### src/rtl/fetch_sequencer_pkg.sv
`default_nettype none
// ============================================================================
//  Module   : fetch_sequencer_pkg
//  Purpose  : Shared constants for the 8-bit processor fetch/branch path:
//             instruction field positions, opcode encodings and the
//             sequencer state encodings.
//  Ports    : none (package)
//  Revision : 1.0 - initial release
// ============================================================================
package fetch_sequencer_pkg;

  // Instruction layout: opcode in the top three bits, immediate below it.
  localparam int INSTR_W = 8;
  localparam int OPC_MSB = 7;
  localparam int OPC_LSB = 5;
  localparam int IMM_W   = 5;

  // Opcode encodings as decoded by the control unit.
  localparam logic [2:0] OP_R   = 3'b000;
  localparam logic [2:0] OP_MFI = 3'b001;
  localparam logic [2:0] OP_MW  = 3'b010;
  localparam logic [2:0] OP_MR  = 3'b011;
  localparam logic [2:0] OP_J   = 3'b100;
  localparam logic [2:0] OP_JCE = 3'b101;
  localparam logic [2:0] OP_MB  = 3'b110;
  localparam logic [2:0] OP_JCN = 3'b111;

  // Sequencer states.
  localparam int         SEQ_STATE_W = 3;
  localparam logic [2:0] SEQ_IDLE    = 3'd0;
  localparam logic [2:0] SEQ_FETCH   = 3'd1;
  localparam logic [2:0] SEQ_DECODE  = 3'd2;
  localparam logic [2:0] SEQ_EXEC    = 3'd3;
  localparam logic [2:0] SEQ_MEMWAIT = 3'd4;

  // A read and a write strobed together still cost a single memory wait.
  function automatic logic is_mem_op(input logic rm, input logic wm);
    return rm | wm;
  endfunction

endpackage : fetch_sequencer_pkg
`default_nettype wire

### src/rtl/fetch_sequencer_branch_resolve.sv
`default_nettype none
// ============================================================================
//  Module   : branch_resolve
//  Purpose  : Combinational next-PC selection for one executed instruction.
//  Ports    : i_j, i_jc, i_neq  - branch strobes from the control unit
//             i_eq_flag         - ALU compare result
//             i_pc              - current program counter
//             i_imm             - 5-bit absolute branch target
//             o_pc_next         - PC to commit at the end of EXEC
//             o_taken           - branch taken indication
//  Revision : 1.0 - initial release
// ============================================================================
module branch_resolve
  import fetch_sequencer_pkg::*;
#(
  parameter int PC_W = 8
) (
  input  logic              i_j,
  input  logic              i_jc,
  input  logic              i_neq,
  input  logic              i_eq_flag,
  input  logic [PC_W-1:0]   i_pc,
  input  logic [IMM_W-1:0]  i_imm,
  output logic [PC_W-1:0]   o_pc_next,
  output logic              o_taken
);

  // Conditional jumps: neq inverts the sense, so JCE takes on eq=1 and
  // JCN takes on eq=0.
  assign o_taken = i_j | (i_jc & (i_eq_flag ^ i_neq));

  // Sequential increment wraps naturally at PC_W bits.
  assign o_pc_next = o_taken ? {{(PC_W-IMM_W){1'b0}}, i_imm}
                             : i_pc + PC_W'(1);

endmodule : branch_resolve
`default_nettype wire

### src/rtl/fetch_sequencer.sv
`default_nettype none
// ============================================================================
//  Module   : fetch_sequencer
//  Purpose  : Instruction fetch / branch sequencer. Fetches into the IR,
//             presents the opcode to the control unit, resolves branches,
//             commits via a one-cycle exec strobe and waits on data memory.
//  Ports    : clk, rst                 - clock, synchronous active-high reset
//             run                      - enable, sampled in IDLE and at exits
//             imem_req/addr/valid/data - instruction memory handshake
//             opcode, instr            - IR fields to control unit / datapath
//             j, jc, neq, rm, wm       - control unit strobes
//             eq_flag                  - ALU compare result
//             dmem_done                - data memory completion
//             exec_en, pc, busy        - commit strobe, PC, activity
//  Revision : 1.0 - initial release
// ============================================================================
module fetch_sequencer
  import fetch_sequencer_pkg::*;
#(
  parameter int PC_W    = 8,
  parameter int INSTR_W = 8
) (
  input  logic               clk,
  input  logic               rst,
  input  logic               run,
  output logic               imem_req,
  output logic [PC_W-1:0]    imem_addr,
  input  logic               imem_valid,
  input  logic [INSTR_W-1:0] imem_data,
  output logic [2:0]         opcode,
  output logic [INSTR_W-1:0] instr,
  input  logic               j,
  input  logic               jc,
  input  logic               neq,
  input  logic               rm,
  input  logic               wm,
  input  logic               eq_flag,
  input  logic               dmem_done,
  output logic               exec_en,
  output logic [PC_W-1:0]    pc,
  output logic               busy
);

  logic [SEQ_STATE_W-1:0] r_state;
  logic [SEQ_STATE_W-1:0] w_state_next;
  logic [PC_W-1:0]        r_pc;
  logic [INSTR_W-1:0]     r_ir;
  logic [PC_W-1:0]        w_pc_next;
  logic                   w_taken;

  branch_resolve #(
    .PC_W (PC_W)
  ) u_branch_resolve (
    .i_j       (j),
    .i_jc      (jc),
    .i_neq     (neq),
    .i_eq_flag (eq_flag),
    .i_pc      (r_pc),
    .i_imm     (r_ir[IMM_W-1:0]),
    .o_pc_next (w_pc_next),
    .o_taken   (w_taken)
  );

  // State register.
  always_ff @(posedge clk) begin
    if (rst) begin
      r_state <= SEQ_IDLE;
    end else begin
      r_state <= w_state_next;
    end
  end

  // PC and IR. A fetch in flight when rst hits is simply dropped; any late
  // imem_valid then arrives outside FETCH and is ignored.
  always_ff @(posedge clk) begin
    if (rst) begin
      r_pc <= '0;
      r_ir <= '0;
    end else begin
      if ((r_state == SEQ_FETCH) && imem_valid) begin
        r_ir <= imem_data;
      end
      if (r_state == SEQ_EXEC) begin
        r_pc <= w_pc_next;
      end
    end
  end

  // Next-state logic. run is only consulted at instruction boundaries, so
  // dropping it mid-instruction lets the current instruction finish.
  always_comb begin
    w_state_next = r_state;
    case (r_state)
      SEQ_IDLE: begin
        if (run) w_state_next = SEQ_FETCH;
      end
      SEQ_FETCH: begin
        if (imem_valid) w_state_next = SEQ_DECODE;
      end
      SEQ_DECODE: begin
        w_state_next = SEQ_EXEC;
      end
      SEQ_EXEC: begin
        if (is_mem_op(rm, wm)) w_state_next = SEQ_MEMWAIT;
        else if (run)          w_state_next = SEQ_FETCH;
        else                   w_state_next = SEQ_IDLE;
      end
      SEQ_MEMWAIT: begin
        if (dmem_done) w_state_next = run ? SEQ_FETCH : SEQ_IDLE;
      end
      default: begin
        w_state_next = SEQ_IDLE;
      end
    endcase
  end

  // Outputs.
  always_comb begin
    imem_req  = (r_state == SEQ_FETCH);
    exec_en   = (r_state == SEQ_EXEC);
    busy      = (r_state != SEQ_IDLE);
    imem_addr = r_pc;
    pc        = r_pc;
    instr     = r_ir;
    opcode    = r_ir[OPC_MSB:OPC_LSB];
  end

endmodule : fetch_sequencer
`default_nettype wire

### config.mk
export PLATFORM = sky130hd
export DESIGN_NAME = fetch_sequencer
export DESIGN_NICKNAME = d
export VERILOG_FILES = /design/src/rtl/fetch_sequencer_pkg.sv /design/src/rtl/fetch_sequencer_branch_resolve.sv /design/src/rtl/fetch_sequencer.sv
export SDC_FILE = /design/constraint.sdc
export NUM_CORES = 1
export LEC_CHECK = 0
export ABC_AREA = 0
export CORE_MARGIN = 2
export CORE_UTILIZATION = 37
export CTS_CLUSTER_SIZE = 14
export DETAILED_ROUTE_END_ITERATION = 6
export GPL_TIMING_DRIVEN = 1
export HOLD_SLACK_MARGIN = 0.12
export PLACE_DENSITY = 0.75
export SYNTH_ARGS = -nofsm -noshare
export SYNTH_HDL_FRONTEND = slang
export SYNTH_SLANG_ARGS = --single-unit
export TNS_END_PERCENT = 30
### constraint.sdc
create_clock -name clk -period 1.3 [get_ports clk]
set_input_delay 0.195 -clock clk [delete_from_list [all_inputs] [get_ports clk]]
set_output_delay 0.195 -clock clk [all_outputs]
set_load 0.03 [all_outputs]
==> results of run 1 <==
[cell type report]
class,instances,area (µm²)
Fill cell,223,1013
Timing Repair Buffer,76,694.4
Multi-Input combinational cell,81,623.1
Sequential cell,19,387.9
Tap cell,31,38.79
Clock buffer,3,22.52
Inverter,4,20.02
Clock inverter,1,5.005
[logic make-up after synthesis]
| logic type | count (synthesis) | share of synthesized area, % |
|---|---|---|
| muxes | 12 | 10.96 |
| buffers and inverters | 21 | 13.56 |
| and+or+nand+nor | 45 | 24.41 |
| xor gates and xnor gates | 5 | 3.956 |
| DFF | 19 | 34.35 |
| AOI/OAI and AO/OA | 18 | 11.64 |
| adders and majority gates | 1 | 1.130 |
[sequential cells by signal, indices dropped and copies added, names as in the netlist]
signal and count:
instr 8, r_state 3, imem_addr 8
[report_power, final]
part	internal, µW	switching, µW	total (µW)
combinational	323	295	618
sequential	619	29.8	649
clock	114	187	302
total	1060	512	1570
[synthesized netlist by cell type (2+ instances only)]
cell type	number	area [µm²]
inv_1	3	11.26
xnor2_1	3	26.28
a21oi_1	5	25.02
nand2b_1	2	12.51
buf_6	3	33.78
o21ai_0	2	10.01
nor3_1	3	15.01
mux2i_1	11	110.1
nand2_1	7	26.28
nor2b_1	2	12.51
dfxtp_1	19	380.4
nand3_1	3	15.01
nor2_1	17	63.81
xor2_1	2	17.52
and2_1	2	12.51
buf_4	13	97.59
[how the worst max path moves through the flow]
| stage | endpoint | slack, ns |
|---|---|---|
| floorplan | instr[5] | -0.21 |
| detailed placement | imem_addr[2] | -0.39 |
| global route | imem_req | -0.21 |
| CTS | imem_req | -0.17 |
| finish | imem_req | -0.17 |
| global placement | imem_addr[2] | -0.32 |
[routing by layer]
layer  global-route usage [%]  wire length [µm]
met5                        0                 0
met4                    7.468                53
met2                    32.42              1520
met1                    20.60              1279
met3                    2.857               140
[per-stage QoR]
step	cells	power [µW]	setup TNS [ns]	util (%)	instance area [µm²]
floorplan	121	981.3	-2.249	-	1109
global route	215	1640	-1.987	63.87	1792
CTS	213	1522	-0.9860	61.64	1729
global placement	205	1173	-2.854	58.56	1643
finish	215	1569	-1.180	63.87	1792
detailed placement	205	1188	-3.978	58.56	1643
[what timing repair did]
item / 4_1_cts / 5_1_grt
pin swaps: 2 / 5
setup buffers: 4 / 2
gates cloned: 0 / 1
setup endpoints to repair: 34 / 30
resized for setup: 43 / 27
[worst max-delay path, delay by kind of cell, from the launching register on]
family | cells | cell delay [ns]
buffers and inverters | 3 | 0.39
flip-flops | 1 | 0.40
AND/OR/NAND/NOR | 1 | 0.19
==> impl_metrics.csv, run 1 <==
group,metric,value,unit
timing,min_period,1.471,ns
floorplanning,die_w,58.71,µm
critical_path,worstPathMaxFanout,5,
hold_path,min_from,"imem_data[4]",
grt,first_global_vias,1123,
grt,antenna_found_initial,0,
timing,rsz0062_at_grt,"true",
floorplanning,rows,19,
floorplanning,start_util,39.47,%
route,avgViaCountPerCell,5.070,
route,drc_errors,1,
critical_path,rrSetupSlack,-0.12,ns
synthesis,synth_edf_count,0,
placed_design,globalplace.congestion,0.8217,
timing,hold_viol_final,0,
critical_path,critPathCaptureType,"output port",
floorplanning,coreArea,2805,µm²
hold_path,hold_path_depth,3,
timing,final.period_utilization,113.1,%
critical_path,worstPathRequired,1.11,ns
clock_network,h-tree-depth,1,
clock_network,path_clk_slew,0.11,ns
timing,setup_ws,-0.1707,ns
synthesis,synth-seq-cells,19,
status,violations,"design-rule violations, negative setup slack",
critical_path,start_kind,"flip-flop",
timing,fin_skew,0.004742,ns
clock_network,clock-root-buffer,"clkbuf_4",
power_and_ir_drop,power_density,875.5,nW/µm²
synthesis,synthArstFlopShare,0,%
power_and_ir_drop,p_leak,0.0008006,µW
timing,setup_viol,13,
layout,drive_gt1_share,37.50,%
synthesis,yosysWarnings,0,
hold_path,min_to,"instr[4]",
synthesis,synth_cell_types,40,
placed_design,place_ws,-0.3918,ns
synthesis,avgSynthCellArea,9.151,µm²
grt,track_usage,17.83,%
placed_design,numPortBuffers,48,
route,antenna_left,0,
critical_path,crit_type,"flip-flop to output port",
critical_path,cp_slowest_stage_delay,0.40,ns
grt,grt_start_max_net_pins,12,
layout,area_delta_synth_final,61.81,%
floorplanning,pin_count,49,
hold_path,hp-class,"input port to flip-flop",
route,drt_first_pass_iters,6,
clock_network,cts_buffers,3,
power_and_ir_drop,vdd_ir_drop_max,0.6434,mV
critical_path,r2r-end,"instr[5]",
floorplanning,die_h,58.71,µm
synthesis,yosys_most_used_dff,"dfxtp_1",
floorplanning,dieArea,3446,µm²
timing,slew_headroom,79.33,%
critical_path,worstRegToRegCells,6,
clock_network,clk_latency,0.30,ns
placed_design,place_hpwl,2256,µm
layout,final_common_cell,"buf_4",
clock_network,cts_hold_buffers,0,
synthesis,syn-num-nets,141,
critical_path,cp_cell_sequence,"buf_8 -> nor3b_4 -> buf_4 -> buf_6",
timing,tightest_slew,0.3112,ns
timing,hold_slack,0.4993,ns
clock_network,clock_sinks,19,
synthesis,synthCells,121,
grt,grt_pass1_wl,4692,µm
route,drt-initial-drc-count,38,
layout,nets,205,
route,routedWlPerCell,13.92,µm
timing,slew_violations,0,
clock_network,clk_path_buf_depth,2,
route,wl,2993,µm
status,status,"finished with violations",
critical_path,r2r-start,"r_state[0]",
synthesis,synth_seq_area_share,34.35,%
grt,grt_overflow,0,
run,maxCapViolCount,0,
route,dr_total_vias,1090,
timing,fmax,0.6800,GHz
clock_network,cts_tree,"done",
synthesis,syn_area,1107,µm²
critical_path,cp.arrival,1.28,ns
layout,diodes,0,
layout,final_cell_mix,"buf_4 (31), nor2_1 (16), clkdlybuf4s50_1 (16)",
critical_path,crit_slowest_cell,"dfxtp_4",
critical_path,crit_start,"r_state[0]",
Power figures use the tool's default switching activity.
==> inputs of run 2 (changes only) <==
--- a/config.mk
+++ b/config.mk
@@ -13,6 +13,7 @@
 export GPL_TIMING_DRIVEN = 1
 export HOLD_SLACK_MARGIN = 0.12
 export PLACE_DENSITY = 0.75
+export SKIP_LAST_GASP = 1
 export SYNTH_ARGS = -nofsm -noshare
 export SYNTH_HDL_FRONTEND = slang
 export SYNTH_SLANG_ARGS = --single-unit
==> impl_metrics.csv, run 2 (same netlist as run 1, synthesis figures left out) <==
group,metric,value,unit
timing,min_period,1.509,ns
floorplanning,die_w,58.71,µm
timing,hold_viol_final,0,
power_and_ir_drop,power_frac_clock,20.4,%
clock_network,clk_path_buf_depth,2,
timing,slew_headroom,76.31,%
power_and_ir_drop,p_int,1003,µW
power_and_ir_drop,power_density,857.5,nW/µm²
grt,grt_pass1_wl,4685,µm
layout,diodes,0,
placed_design,numPortBuffers,48,
layout,drive_gt1_share,30.22,%
floorplanning,start_util,39.47,%
timing,setup_ws,-0.2088,ns
timing,tightest_slew,0.3464,ns
layout,final_cell_mix,"buf_4 (32), clkdlybuf4s50_1 (18), nor2_1 (17), dfxtp_1 (17), mux2i_1 (11)",
route,antenna_left,0,
critical_path,cp_slowest_stage_delay,0.48,ns
placed_design,globalplace.congestion,0.8217,
layout,final_core_util,61.95,%
timing,fmax,0.6628,GHz
clock_network,clock-root-buffer,"clkbuf_4",
grt,grt_overflow,0,
critical_path,critPathCaptureType,"output port",
grt,track_usage,17.64,%
timing,final.period_utilization,116.1,%
critical_path,crit_type,"flip-flop to output port",
layout,nets,203,
clock_network,path_clk_slew,0.11,ns
critical_path,worstPathMaxFanout,2,
grt,grt_start_max_net_pins,12,
grt,first_global_vias,1126,
placed_design,place_hpwl,2256,µm
clock_network,cts_tree,"done",
clock_network,clock_sinks,19,
power_and_ir_drop,p_leak,0.0009317,µW
route,wl,2861,µm
floorplanning,pin_count,49,
route,routedWlPerCell,13.43,µm
critical_path,crit_slowest_cell,"or3_2",
timing,slew_violations,0,
status,status,"finished with violations",
grt,antenna_found_initial,0,
power_and_ir_drop,switching_share,32.68,%
critical_path,start_kind,"flip-flop",
layout,finalNonFillerCells,213,
status,violations,"design-rule violations, negative setup slack",
layout,area_delta_synth_final,56.95,%
power_and_ir_drop,seqPwrFrac,43.1,%
floorplanning,dieArea,3446,µm²
critical_path,worstPathRequired,1.11,ns
power_and_ir_drop,vdd_ir_drop_max,0.6415,mV
route,avgViaCountPerCell,5.056,
route,dr_total_vias,1077,
route,drt-initial-drc-count,27,
run,maxCapViolCount,0,
placed_design,dp.cells,205,
critical_path,cp_cell_sequence,"or3_2 -> buf_2",
placed_design,place_ws,-0.3918,ns
power_and_ir_drop,combPwrFrac,36.5,%
critical_path,crit_buf_inv,1,
layout,final_common_cell,"buf_4",
timing,fin_skew,0.004459,ns
clock_network,clk_latency,0.30,ns
floorplanning,die_h,58.71,µm
floorplanning,rows,19,
timing,setup_viol,16,
route,drc_errors,1,
route,drt_first_pass_iters,6,
power_and_ir_drop,p_sw,487.1,µW
clock_network,h-tree-depth,1,
clock_network,cts_buffers,3,
critical_path,cp.arrival,1.31,ns
critical_path,cp_top_family,"simple AND/OR/NAND/NOR gates",
hold_path,hp-class,"input port to flip-flop",
timing,rsz0062_at_grt,"true",
floorplanning,coreArea,2805,µm²
## run 2: worst paths after layout
check,start,to,slack (ns),cells after the start
min,imem_data[4],instr[4],0.50,3
max,r_state[2],busy,-0.21,2
max reg2reg,r_state[0],instr[5],-0.08,6
min reg2reg,instr[1],imem_addr[1],0.54,2
## run 2: tightest hold or removal path, delay by kind of cell
family,cells,cell delay (ns)
and+or+nand+nor,1,0.05
muxes,1,0.13
buffers and inverters,1,0.40
## run 2: power by group through the flow
stage	sequential, µW	clock, µW	combinational, µW
after floorplan	686	0	295
final	642	304	544
after global placement	649	0	524
after global routing	645	330	580
after detailed placement	649	0	539
after CTS	640	314	549
## run 2: timing repair
action                                  4_1_cts  5_1_grt
endpoints found under the setup margin       34       36
hold buffers                                  0        0
hold endpoints to repair                      0        0
gates resized for setup                      25       10
buffers inserted                              4        0
## run 2: final cells by class
| cell class | count | area, µm² |
|---|---|---|
| fill | 250 | 1067 |
| timing repair buffer | 74 | 691.9 |
| multi-input combinational | 81 | 576.8 |
| sequential | 19 | 382.9 |
| tap | 31 | 38.79 |
| clock buffer | 3 | 22.52 |
| inverter | 4 | 20.02 |
| clock inverter | 1 | 5.005 |
## run 2: per-stage QoR
step	power, µW	TNS (ns)	area, µm²	hold WS (ns)
finish	1490	-1.169	1738	0.4972
CTS	1504	-3.681	1713	0.4933
floorplan	981.3	-2.249	1109	0.3422
global route	1555	-2.610	1738	0.5031
detailed placement	1188	-3.978	1643	0.5247
global placement	1173	-2.854	1643	0.5041
## run 2: routing by layer
metal  global-route usage [%]  wire, µm
met5                        0         0
met4                    5.844        31
met3                    2.637       150
met2                    32.26      1477
met1                    20.98      1201
